[src/rtl/mips_pkg.sv]
// Shared encodings for the multi-cycle MIPS control path: ALU codes, opcodes,
// funct codes, datapath mux selects, FSM states and the registered control word.
package mips_pkg;

  localparam int unsigned OPCODE_W   = 6;
  localparam int unsigned FUNCT_W    = 6;
  localparam int unsigned ALU_CTRL_W = 4;
  localparam int unsigned SEL_W      = 2;
  localparam int unsigned COUNT_W    = 32;

  localparam logic [ALU_CTRL_W-1:0] ALU_ADD = 4'b0010;
  localparam logic [ALU_CTRL_W-1:0] ALU_SUB = 4'b0110;
  localparam logic [ALU_CTRL_W-1:0] ALU_AND = 4'b0000;
  localparam logic [ALU_CTRL_W-1:0] ALU_OR  = 4'b0001;
  localparam logic [ALU_CTRL_W-1:0] ALU_NOR = 4'b1100;
  localparam logic [ALU_CTRL_W-1:0] ALU_SLL = 4'b1001;

  localparam logic [OPCODE_W-1:0] OP_RTYPE = 6'b000000;
  localparam logic [OPCODE_W-1:0] OP_LW    = 6'b100011;
  localparam logic [OPCODE_W-1:0] OP_SW    = 6'b101011;
  localparam logic [OPCODE_W-1:0] OP_BEQ   = 6'b000100;
  localparam logic [OPCODE_W-1:0] OP_ADDI  = 6'b001000;
  localparam logic [OPCODE_W-1:0] OP_J     = 6'b000010;

  localparam logic [FUNCT_W-1:0] FN_ADD = 6'b100000;
  localparam logic [FUNCT_W-1:0] FN_SUB = 6'b100010;
  localparam logic [FUNCT_W-1:0] FN_AND = 6'b100100;
  localparam logic [FUNCT_W-1:0] FN_OR  = 6'b100101;
  localparam logic [FUNCT_W-1:0] FN_NOR = 6'b100111;
  localparam logic [FUNCT_W-1:0] FN_SLL = 6'b000000;

  localparam logic [SEL_W-1:0] SRC_A_PC      = 2'b00;
  localparam logic [SEL_W-1:0] SRC_A_REG     = 2'b01;
  localparam logic [SEL_W-1:0] SRC_A_SHAMT   = 2'b10;
  localparam logic [SEL_W-1:0] SRC_B_REG     = 2'b00;
  localparam logic [SEL_W-1:0] SRC_B_FOUR    = 2'b01;
  localparam logic [SEL_W-1:0] SRC_B_IMM     = 2'b10;
  localparam logic [SEL_W-1:0] SRC_B_IMM_SH2 = 2'b11;
  localparam logic [SEL_W-1:0] PC_SRC_ALU    = 2'b00;
  localparam logic [SEL_W-1:0] PC_SRC_ALUOUT = 2'b01;
  localparam logic [SEL_W-1:0] PC_SRC_JUMP   = 2'b10;

  typedef enum logic [3:0] {
    S_IDLE, S_FETCH, S_DECODE, S_MEM_ADDR, S_MEM_READ, S_MEM_WB, S_MEM_WRITE,
    S_EXECUTE, S_ALU_WB, S_BRANCH, S_ADDI_EXEC, S_ADDI_WB, S_JUMP, S_ILLEGAL
  } state_t;

  // Moore part of the control word; 'fetch' marks the cycle whose IR/PC writes wait on mem_ready.
  typedef struct packed {
    logic                  mem_read;
    logic                  mem_write;
    logic                  iord;
    logic                  fetch;
    logic                  pc_write;
    logic                  pc_write_cond;
    logic [SEL_W-1:0]      pc_source;
    logic [SEL_W-1:0]      alu_src_a;
    logic [SEL_W-1:0]      alu_src_b;
    logic [ALU_CTRL_W-1:0] alu_control;
    logic                  reg_write;
    logic                  reg_dst;
    logic                  mem_to_reg;
    logic                  illegal;
  } ctrl_t;

endpackage

[src/rtl/alu_funct_decoder.sv]
// R-type funct decode: ALU operation, shift flag and legality of the funct code.
module alu_funct_decoder
  import mips_pkg::*;
(
  input  logic [FUNCT_W-1:0]    funct,
  output logic [ALU_CTRL_W-1:0] alu_control,
  output logic                  is_shift,
  output logic                  supported
);

  always_comb begin
    alu_control = ALU_ADD;
    is_shift    = 1'b0;
    supported   = 1'b1;
    case (funct)
      FN_ADD:  alu_control = ALU_ADD;
      FN_SUB:  alu_control = ALU_SUB;
      FN_AND:  alu_control = ALU_AND;
      FN_OR:   alu_control = ALU_OR;
      FN_NOR:  alu_control = ALU_NOR;
      FN_SLL: begin
        alu_control = ALU_SLL;
        is_shift    = 1'b1;
      end
      default: supported = 1'b0;
    endcase
  end

endmodule

[src/rtl/mips_multicycle_control.sv]
// Multi-cycle MIPS main control FSM: sequences fetch/decode/execute/memory/writeback
// and drives datapath selects, ALU operation, memory strobes and a retired-instruction count.
module mips_multicycle_control
  import mips_pkg::*;
(
  input  logic                  clk,
  input  logic                  reset,
  input  logic [OPCODE_W-1:0]   opcode,
  input  logic [FUNCT_W-1:0]    funct,
  input  logic                  zero,
  input  logic                  mem_ready,
  output logic                  mem_read,
  output logic                  mem_write,
  output logic                  iord,
  output logic                  ir_write,
  output logic                  pc_en,
  output logic [SEL_W-1:0]      pc_source,
  output logic [SEL_W-1:0]      alu_src_a,
  output logic [SEL_W-1:0]      alu_src_b,
  output logic [ALU_CTRL_W-1:0] alu_control,
  output logic                  reg_write,
  output logic                  reg_dst,
  output logic                  mem_to_reg,
  output logic                  illegal,
  output logic [COUNT_W-1:0]    instr_count
);

  state_t               state_q, state_d;
  ctrl_t                ctrl_q, ctrl_d;
  logic [COUNT_W-1:0]   count_q, count_d;
  logic [ALU_CTRL_W-1:0] fn_alu;
  logic                 fn_shift;
  logic                 fn_ok;
  logic                 fetch_done;

  alu_funct_decoder u_funct_dec (
    .funct       (funct),
    .alu_control (fn_alu),
    .is_shift    (fn_shift),
    .supported   (fn_ok)
  );

  // Next state and retire counting.
  always_comb begin
    state_d = state_q;
    count_d = count_q;
    case (state_q)
      S_IDLE:   state_d = S_FETCH;
      S_FETCH:  if (mem_ready) state_d = S_DECODE;
      S_DECODE: begin
        case (opcode)
          OP_LW, OP_SW: state_d = S_MEM_ADDR;
          OP_RTYPE:     state_d = fn_ok ? S_EXECUTE : S_ILLEGAL;
          OP_BEQ:       state_d = S_BRANCH;
          OP_ADDI:      state_d = S_ADDI_EXEC;
          OP_J:         state_d = S_JUMP;
          default:      state_d = S_ILLEGAL;
        endcase
      end
      S_MEM_ADDR:  state_d = (opcode == OP_LW) ? S_MEM_READ : S_MEM_WRITE;
      S_MEM_READ:  if (mem_ready) state_d = S_MEM_WB;
      S_MEM_WRITE: begin
        if (mem_ready) begin
          state_d = S_FETCH;
          count_d = count_q + COUNT_W'(1);
        end
      end
      S_EXECUTE:   state_d = S_ALU_WB;
      S_ADDI_EXEC: state_d = S_ADDI_WB;
      S_MEM_WB, S_ALU_WB, S_ADDI_WB, S_BRANCH, S_JUMP: begin
        state_d = S_FETCH;
        count_d = count_q + COUNT_W'(1);
      end
      S_ILLEGAL:   state_d = S_FETCH;
      default:     state_d = S_IDLE;
    endcase
  end

  // Control word for the state being entered, so outputs come straight from flops.
  always_comb begin
    ctrl_d = '0;
    case (state_d)
      S_FETCH: begin
        ctrl_d.mem_read    = 1'b1;
        ctrl_d.fetch       = 1'b1;
        ctrl_d.alu_src_a   = SRC_A_PC;
        ctrl_d.alu_src_b   = SRC_B_FOUR;
        ctrl_d.alu_control = ALU_ADD;
        ctrl_d.pc_source   = PC_SRC_ALU;
      end
      S_DECODE: begin
        ctrl_d.alu_src_a   = SRC_A_PC;
        ctrl_d.alu_src_b   = SRC_B_IMM_SH2;
        ctrl_d.alu_control = ALU_ADD;
      end
      S_MEM_ADDR, S_ADDI_EXEC: begin
        ctrl_d.alu_src_a   = SRC_A_REG;
        ctrl_d.alu_src_b   = SRC_B_IMM;
        ctrl_d.alu_control = ALU_ADD;
      end
      S_MEM_READ: begin
        ctrl_d.mem_read = 1'b1;
        ctrl_d.iord     = 1'b1;
      end
      S_MEM_WB: begin
        ctrl_d.reg_write  = 1'b1;
        ctrl_d.mem_to_reg = 1'b1;
      end
      S_MEM_WRITE: begin
        ctrl_d.mem_write = 1'b1;
        ctrl_d.iord      = 1'b1;
      end
      S_EXECUTE: begin
        ctrl_d.alu_src_a   = fn_shift ? SRC_A_SHAMT : SRC_A_REG;
        ctrl_d.alu_src_b   = SRC_B_REG;
        ctrl_d.alu_control = fn_alu;
      end
      S_ALU_WB: begin
        ctrl_d.reg_write = 1'b1;
        ctrl_d.reg_dst   = 1'b1;
      end
      S_BRANCH: begin
        ctrl_d.alu_src_a     = SRC_A_REG;
        ctrl_d.alu_src_b     = SRC_B_REG;
        ctrl_d.alu_control   = ALU_SUB;
        ctrl_d.pc_write_cond = 1'b1;
        ctrl_d.pc_source     = PC_SRC_ALUOUT;
      end
      S_ADDI_WB: ctrl_d.reg_write = 1'b1;
      S_JUMP: begin
        ctrl_d.pc_write  = 1'b1;
        ctrl_d.pc_source = PC_SRC_JUMP;
      end
      S_ILLEGAL: ctrl_d.illegal = 1'b1;
      default: ;
    endcase
  end

  always_ff @(posedge clk or posedge reset) begin
    if (reset) begin
      state_q <= S_IDLE;
      ctrl_q  <= '0;
      count_q <= '0;
    end else begin
      state_q <= state_d;
      ctrl_q  <= ctrl_d;
      count_q <= count_d;
    end
  end

  // Fetch-cycle IR/PC writes and the branch PC enable see same-cycle mem_ready/zero.
  assign fetch_done  = ctrl_q.fetch & mem_ready;
  assign ir_write    = fetch_done;
  assign pc_en       = ctrl_q.pc_write | fetch_done | (ctrl_q.pc_write_cond & zero);

  assign mem_read    = ctrl_q.mem_read;
  assign mem_write   = ctrl_q.mem_write;
  assign iord        = ctrl_q.iord;
  assign pc_source   = ctrl_q.pc_source;
  assign alu_src_a   = ctrl_q.alu_src_a;
  assign alu_src_b   = ctrl_q.alu_src_b;
  assign alu_control = ctrl_q.alu_control;
  assign reg_write   = ctrl_q.reg_write;
  assign reg_dst     = ctrl_q.reg_dst;
  assign mem_to_reg  = ctrl_q.mem_to_reg;
  assign illegal     = ctrl_q.illegal;
  assign instr_count = count_q;

endmodule

[config.mk]
export PLATFORM = sky130hd
export DESIGN_NAME = mips_multicycle_control
export DESIGN_NICKNAME = d
export VERILOG_FILES = /design/src/rtl/mips_pkg.sv /design/src/rtl/alu_funct_decoder.sv /design/src/rtl/mips_multicycle_control.sv
export SDC_FILE = /design/constraint.sdc
export NUM_CORES = 1
export LEC_CHECK = 0
export CAP_MARGIN = 20
export CORE_UTILIZATION = 45
export CTS_BUF_LIST = sky130_fd_sc_hd__clkbuf_8
export DETAILED_ROUTE_END_ITERATION = 10
export GPL_TIMING_DRIVEN = 0
export PLACE_DENSITY_LB_ADDON = 0.25
export SLEW_MARGIN = 40
export SYNTH_ARGS = -nofsm -noshare
export SYNTH_HDL_FRONTEND = slang
export SYNTH_SLANG_ARGS = --single-unit
[constraint.sdc]
create_clock -name clk -period 3.1 [get_ports clk]
set_clock_uncertainty 0.15 [all_clocks]
set_input_delay 0.465 -clock clk [delete_from_list [all_inputs] [get_ports clk]]
set_output_delay 0.465 -clock clk [all_outputs]
set_load 0.01 [all_outputs]
==> results of run 1 <==
-- worst max-delay path, stage by stage --
cell	delay (ns)
clkdlybuf4s50_1	0.46
or4_4	0.58
nor4b_1	0.51
o41ai_4	0.23
nand2b_1	0.28
a21o_1	0.22
o2111ai_1	0.09
-- cell families (layout without fill, tap and decap cells) --
logic type               Yosys count  count (layout)  share of synthesized area [%]
XOR/XNOR                          34              34                          10.60
flip-flops                        55              55                          49.00
AND/OR/NAND/NOR                  111             111                          22.41
buffers and inverters             27             101                          5.746
multiplexers                       1               1                         0.4009
AO/OA/AOI/OAI                     34              34                          11.40
adder cells (fa/ha/maj)            1               1                         0.4454
-- synth_stat cells, types with 2 or more instances --
library cell | n | area share, %
xnor2_1 | 28 | 8.7
nor3_1 | 3 | 0.53
o2111ai_1 | 2 | 0.62
or3_1 | 3 | 0.67
dfrtp_1 | 55 | 49
buf_2 | 2 | 0.36
nand2b_2 | 2 | 0.62
and3_1 | 10 | 2.2
nand2b_1 | 6 | 1.3
inv_1 | 6 | 0.80
nor3b_1 | 2 | 0.53
clkbuf_1 | 2 | 0.27
or2_2 | 4 | 0.89
buf_1 | 2 | 0.27
nand3_1 | 21 | 3.7
o21ai_0 | 6 | 1.1
xor2_1 | 6 | 1.9
a21oi_1 | 5 | 0.89
and2_1 | 2 | 0.45
a21o_1 | 2 | 0.53
nand2_1 | 13 | 1.7
nor2_1 | 22 | 2.9
nor4bb_1 | 2 | 0.71
nand4_1 | 10 | 2.2
nand3b_1 | 2 | 0.53
buf_4 | 11 | 2.9
buf_6 | 2 | 0.80
a211oi_2 | 2 | 0.89
-- layout by cell type (no fill, tap or decap), drive strengths merged, types with 2 or more instances in the layout --
cell and count:
a2111oi 2, a211oi 3, a21o 2, a21oi 6, and2 2, and3 10
buf 18, clkbuf 8, clkdlybuf4s50 66, clkinv 2, dfrtp 55, inv 7
nand2 13, nand2b 8, nand3 21, nand3b 2, nand4 11, nor2 22
nor3 3, nor3b 2, nor4bb 2, o2111ai 2, o21ai 7, o31ai 2
or2 4, or3 3, xnor2 28, xor2 6
-- metrics by stage --
step,total power [W],cell area (um2)
2_1_floorplan,0.001648,2809
6_report,0.002381,3680
4_1_cts,0.002403,3680
5_1_grt,0.002547,3680
3_5_place_dp,0.002013,3597
3_3_place_gp,0.001985,3563
-- report_power, final --
| part | internal [W] | switching, W | total [W] |
|---|---|---|---|
| logic | 0.000540 | 0.000550 | 0.00109 |
| registers | 0.000837 | 0.0000694 | 0.000907 |
| clock network | 0.000155 | 0.000229 | 0.000385 |
-- path summary, 6_finish.rpt --
| kind | from | endpoint | slack, ns | depth (start not counted) |
|---|---|---|---|---|
| max | opcode[3] | alu_control[1]$_DFF_PP0_ | 0.34 | 7 |
| min | reset | instr_count[27]$_DFFE_PP0P_ | 0.31 | 2 |
| max reg2reg | state_q[2]$_DFF_PP0_ | instr_count[23]$_DFFE_PP0P_ | 0.57 | 9 |
| min reg2reg | instr_count[31]$_DFFE_PP0P_ | instr_count[31]$_DFFE_PP0P_ | 0.33 | 1 |
| max in group asynchronous | reset | state_q[0]$_DFF_PP0_ | 2.02 | 3 |
| min in group clk | instr_count[31]$_DFFE_PP0P_ | instr_count[31]$_DFFE_PP0P_ | 0.33 | 1 |
-- per-layer routing --
layer | vias up | wire (um) | global-route usage, %
li1 | 1060 | - | -
met1 | 1032 | 2709 | 24.91
met2 | 44 | 2526 | 28.15
met3 | 7 | 193 | 3.596
met4 | 0 | 87 | 7.679
met5 | - | 0 | 0
-- cell type report --
type,instances,share of cell area [%]
multi-input cells,181,34.85
clock inverters,2,0.3740
clock buffers,5,1.870
inverters,7,0.7820
repair buffers,67,18.50
flip-flops and latches,55,37.40
well taps,75,2.550
plain buffers,20,3.672
==> out/summary.txt, run 1 <==
die area: 6562 um2
root buf cell: clkbuf_8
ys flop type: dfrtp_1
syn_nets: 280
core area: 5956 um2
Final WS setup: 0.3359 ns
Register Area: 1376 um2
Startpoint Class: input port
run status: complete, no violations
Die W: 81.01 um
antenna cell count: 0
sequential share of the synthesized area: 49.00%
final setup fails: 0
Final Net Count: 354
WP data arrival: 2.84 ns
postcts setup bufs: 0
chip height: 81.01 um
multi-input logic area: 1282 um2
CP Capture Type: register
largest net degree at the start of global routing: 33
vias per std cell: 5.201
ys async rst share: 100.0%
Critical Path RT: 3.17 ns
Synth Area per Inst: 10.68 um2
worst-case clock buffer depth: 2
DR pass1 iterations: 4
max reg flops: 32
Slew @ Worst Pin: 0.6073 ns
Rel. slew slack: 59.37%
synth warn: 0
hold_buf cts: 0
drt total wl: 5516 um
Final Non-Filler Cells: 412
CTS tree: built
fmax: 361.8 MHz
Num CTS Buffers: 5
clock slew at reported path FFs: 0.10 ns
Hold WC Path Type: input port to asynchronous set/reset pin
number of global-route vias before repair: 1966
flops & latches, synth: 55
synth unique cells: 58
Final ANT Viol Nets: 0
# fillers: 500
PortBufs: 66
RSZ-0062 raised after global routing: false
CP max FO: 9
DRC viols: 0
first-pass GRT wire length: 9156 um
gr ovfl total: 0
# IOs: 67
CTS H-tree depth: 2
dpl cells: 405
Setup CP Type: input port to register
clock latency on the worst-skew pair: 0.31 ns
Netlist Area Pre-Place: 2809 um2
Vias: 2143
area delta synth->final: 31.00%
P_leak: 1.576 nW
Initial Util: 47.16%
clk sink count: 55
maxcap violations: 0
fraction of layout cells with a size suffix above 1: 14.54%
antenna violations before repair: 0
Peak VDD IR: 443.1 uV
cts repair resizes: 0
Post-synth EDFFs: 0
Layout Utilization: 61.79%
Total GRT Usage: 18.23%
pwr/cell area: 647.0 nW/um2
Rows: 28
DRT iter0 DRCs: 103
cells after synthesis: 263
gpl congestion: 0.7788
DP Worst Slack: 0.04555 ns
setup TNS: 0 ns
detailed placement HPWL: 3952 um
final hold vios: 0
Final Cycle Share: 89.16%
crit path time final: 2.764 ns
final hold slack: 0.3078 ns
routed len/inst: 13.39 um
Slew Limit Fails: 0
No activity file was read; power rests on OpenSTA's default activity.
==> run 2: changes to the inputs <==
Settings changed: CORE_UTILIZATION 45 to 30.
==> out/summary.txt, run 2 (synthesis gave the netlist of run 1 again) <==
run status: complete, no violations
Slew Limit Fails: 0 (unchanged)
number of global-route vias before repair: 2059 (+4.7%)
core area: 8891 um2 (+49%)
CTS H-tree depth: 2 (unchanged)
first-pass GRT wire length: 9963 um (+8.8%)
drt total wl: 5785 um (+4.9%)
clock latency on the worst-skew pair: 0.31 ns (about the same)
postcts setup bufs: 0 (unchanged)
DRC viols: 0 (unchanged)
Hold Path Stages: 1
Crit. Startpoint: opcode[3]
hold_sp: instr_count[31]$_DFFE_PP0P_
post-layout instance area: 3724 um2 (+1.2%)
RSZ-0062 raised after global routing: false
crit path time final: 2.781 ns (+0.01648 ns)
DRT iter0 DRCs: 70 (-32%)
dpl cells: 438 (+8.1%)
commonest non-fill, non-tap cell in the layout: clkdlybuf4s50_1
setup TNS: 0 ns (unchanged)
fraction of layout cells with a size suffix above 1: 14.50% (-0.043 points)
gr ovfl total: 0 (unchanged)
Num CTS Buffers: 5 (unchanged)
Area after DPL: 3638 um2 (+1.1%)
vias per std cell: 4.706 (-9.5%)
# IOs: 67 (unchanged)
clk sink count: 55 (unchanged)
Startpoint Class: input port
antenna cell count: 0 (unchanged)
gpl congestion: 0.7417 (-4.8%)
Setup CP Type: input port to register
Final Non-Filler Cells: 446 (+8.3%)
CTS tree: built
Peak VDD IR: 376.2 uV (-15%)
hold_buf cts: 0 (unchanged)
CP max FO: 9 (unchanged)
chip height: 98.77 um (+22%)
PortBufs: 66 (unchanged)
detailed placement HPWL: 4242 um (+7.3%)
final hold vios: 0 (unchanged)
max reg flops: 32 (unchanged)
root buf cell: clkbuf_8
flop2flop setup slack: 0.53 ns (-0.04 ns)
Rows: 34 (+21%)
Final Net Count: 354 (unchanged)
Critical R2R Capture: instr_count[23]$_DFFE_PP0P_
pwr/cell area: 642.3 nW/um2 (-0.72%)
fmax: 359.6 MHz (-0.59%)
area delta synth->final: 32.56%
P_leak: 1.577 nW (about the same)
Die W: 98.77 um (+22%)
commonest non-fill, non-tap cells in the layout: clkdlybuf4s50_1 (66), dfrtp_1 (55), xnor2_1 (28), nor2_1 (22), nand3_1 (21)
# fillers: 871 (+74%)
Initial Util: 31.59% (-16 points)
antenna violations before repair: 0 (unchanged)
Vias: 2099 (-2.1%)
cts repair resizes: 0 (unchanged)
Rel. slew slack: 59.31% (-0.062 points)
worst r2r path cells: 9 (unchanged)
clock slew at reported path FFs: 0.09 ns (about the same)
die area: 9755 um2 (+49%)
Critical Path RT: 3.16 ns (about the same)
largest net degree at the start of global routing: 30 (-9.1%)
maxcap violations: 0 (unchanged)
Slew @ Worst Pin: 0.6082 ns (+0.0009204 ns)
worst-case clock buffer depth: 2 (unchanged)
CP Capture Type: register
Hold EP: instr_count[31]$_DFFE_PP0P_
Hold WC Path Type: register to register
WP data arrival: 2.84 ns (about the same)
final setup fails: 0 (unchanged)
DR pass1 iterations: 4 (unchanged)
routed len/inst: 12.97 um (-3.1%)
Final Cycle Share: 89.70% (+0.53 points)
R2R Path Start: state_q[2]$_DFF_PP0_
Total GRT Usage: 12.58% (-5.7 points)
Final ANT Viol Nets: 0 (unchanged)
==> run 2: changes by cell type in the layout (fill, tap and decap cells not counted) <==
cell,delta
clkinv_4,-1
clkinvlp_4,+1
inv_1,+1
==> run 2: layout make-up <==
type                            count  area [um2]  share of cell area, %
Inverter                            7       28.78                 0.7728
Sequential cell                    55        1376                  36.96
Tap cell                          108       135.1                  3.629
Buffer                             20       135.1                  3.629
Timing Repair Buffer               67       680.7                  18.28
Clock inverter                      3       16.27                 0.4368
Multi-Input combinational cell    181        1282                  34.44
Clock buffer                        5       68.82                  1.848
==> run 2: worst max path at each step <==
stage | endpoint | slack (ns)
finish | alu_control[1]$_DFF_PP0_ | 0.32
global route | alu_control[1]$_DFF_PP0_ | 0.17
CTS | alu_control[1]$_DFF_PP0_ | 0.31
detailed placement | alu_control[1]$_DFF_PP0_ | -0.00008
global placement | alu_src_b[1]$_DFF_PP0_ | 0.02
floorplan | alu_src_a[0]$_DFF_PP0_ | 0.72
==> run 2: critical path, stage by stage <==
cell             delay [ns]
clkdlybuf4s50_1        0.46
or4_4                  0.58
nor4b_1                0.51
o41ai_4                0.23
nand2b_1               0.28
a21o_1                 0.21
o2111ai_1              0.10
==> run 2: per-layer routing <==
layer	GRT usage (%)	share of wire [%]	up-vias
met5	0	0	-
met4	3.100	1.1	0
met3	2.411	3.1	4
met2	19.69	45	42
met1	17.91	51	997
li1	-	-	1056
==> run 2: stage by stage <==
| stage | hold slack (ns) | power, W | util (%) | worst slack [ns] |
|---|---|---|---|---|
| final | 0.3325 | 0.002392 | 41.88 | 0.3194 |
| after floorplan | 0.3575 | 0.001648 | - | 0.7219 |
| after global routing | 0.3563 | 0.002564 | 41.88 | 0.1670 |
| after CTS | 0.3366 | 0.002418 | 41.88 | 0.3134 |
| after global placement | 0.3103 | 0.001997 | 40.54 | 0.02345 |
| after detailed placement | 0.3180 | 0.002027 | 40.92 | -0.00008415 |
==> run 2: power by group <==
| part | switching (W) | internal (W) | leakage, nW |
|---|---|---|---|
| sequential | 0.0000716 | 0.000837 | 0.731 |
| combinational | 0.000560 | 0.000540 | 0.801 |
| clock | 0.000228 | 0.000155 | 0.0453 |
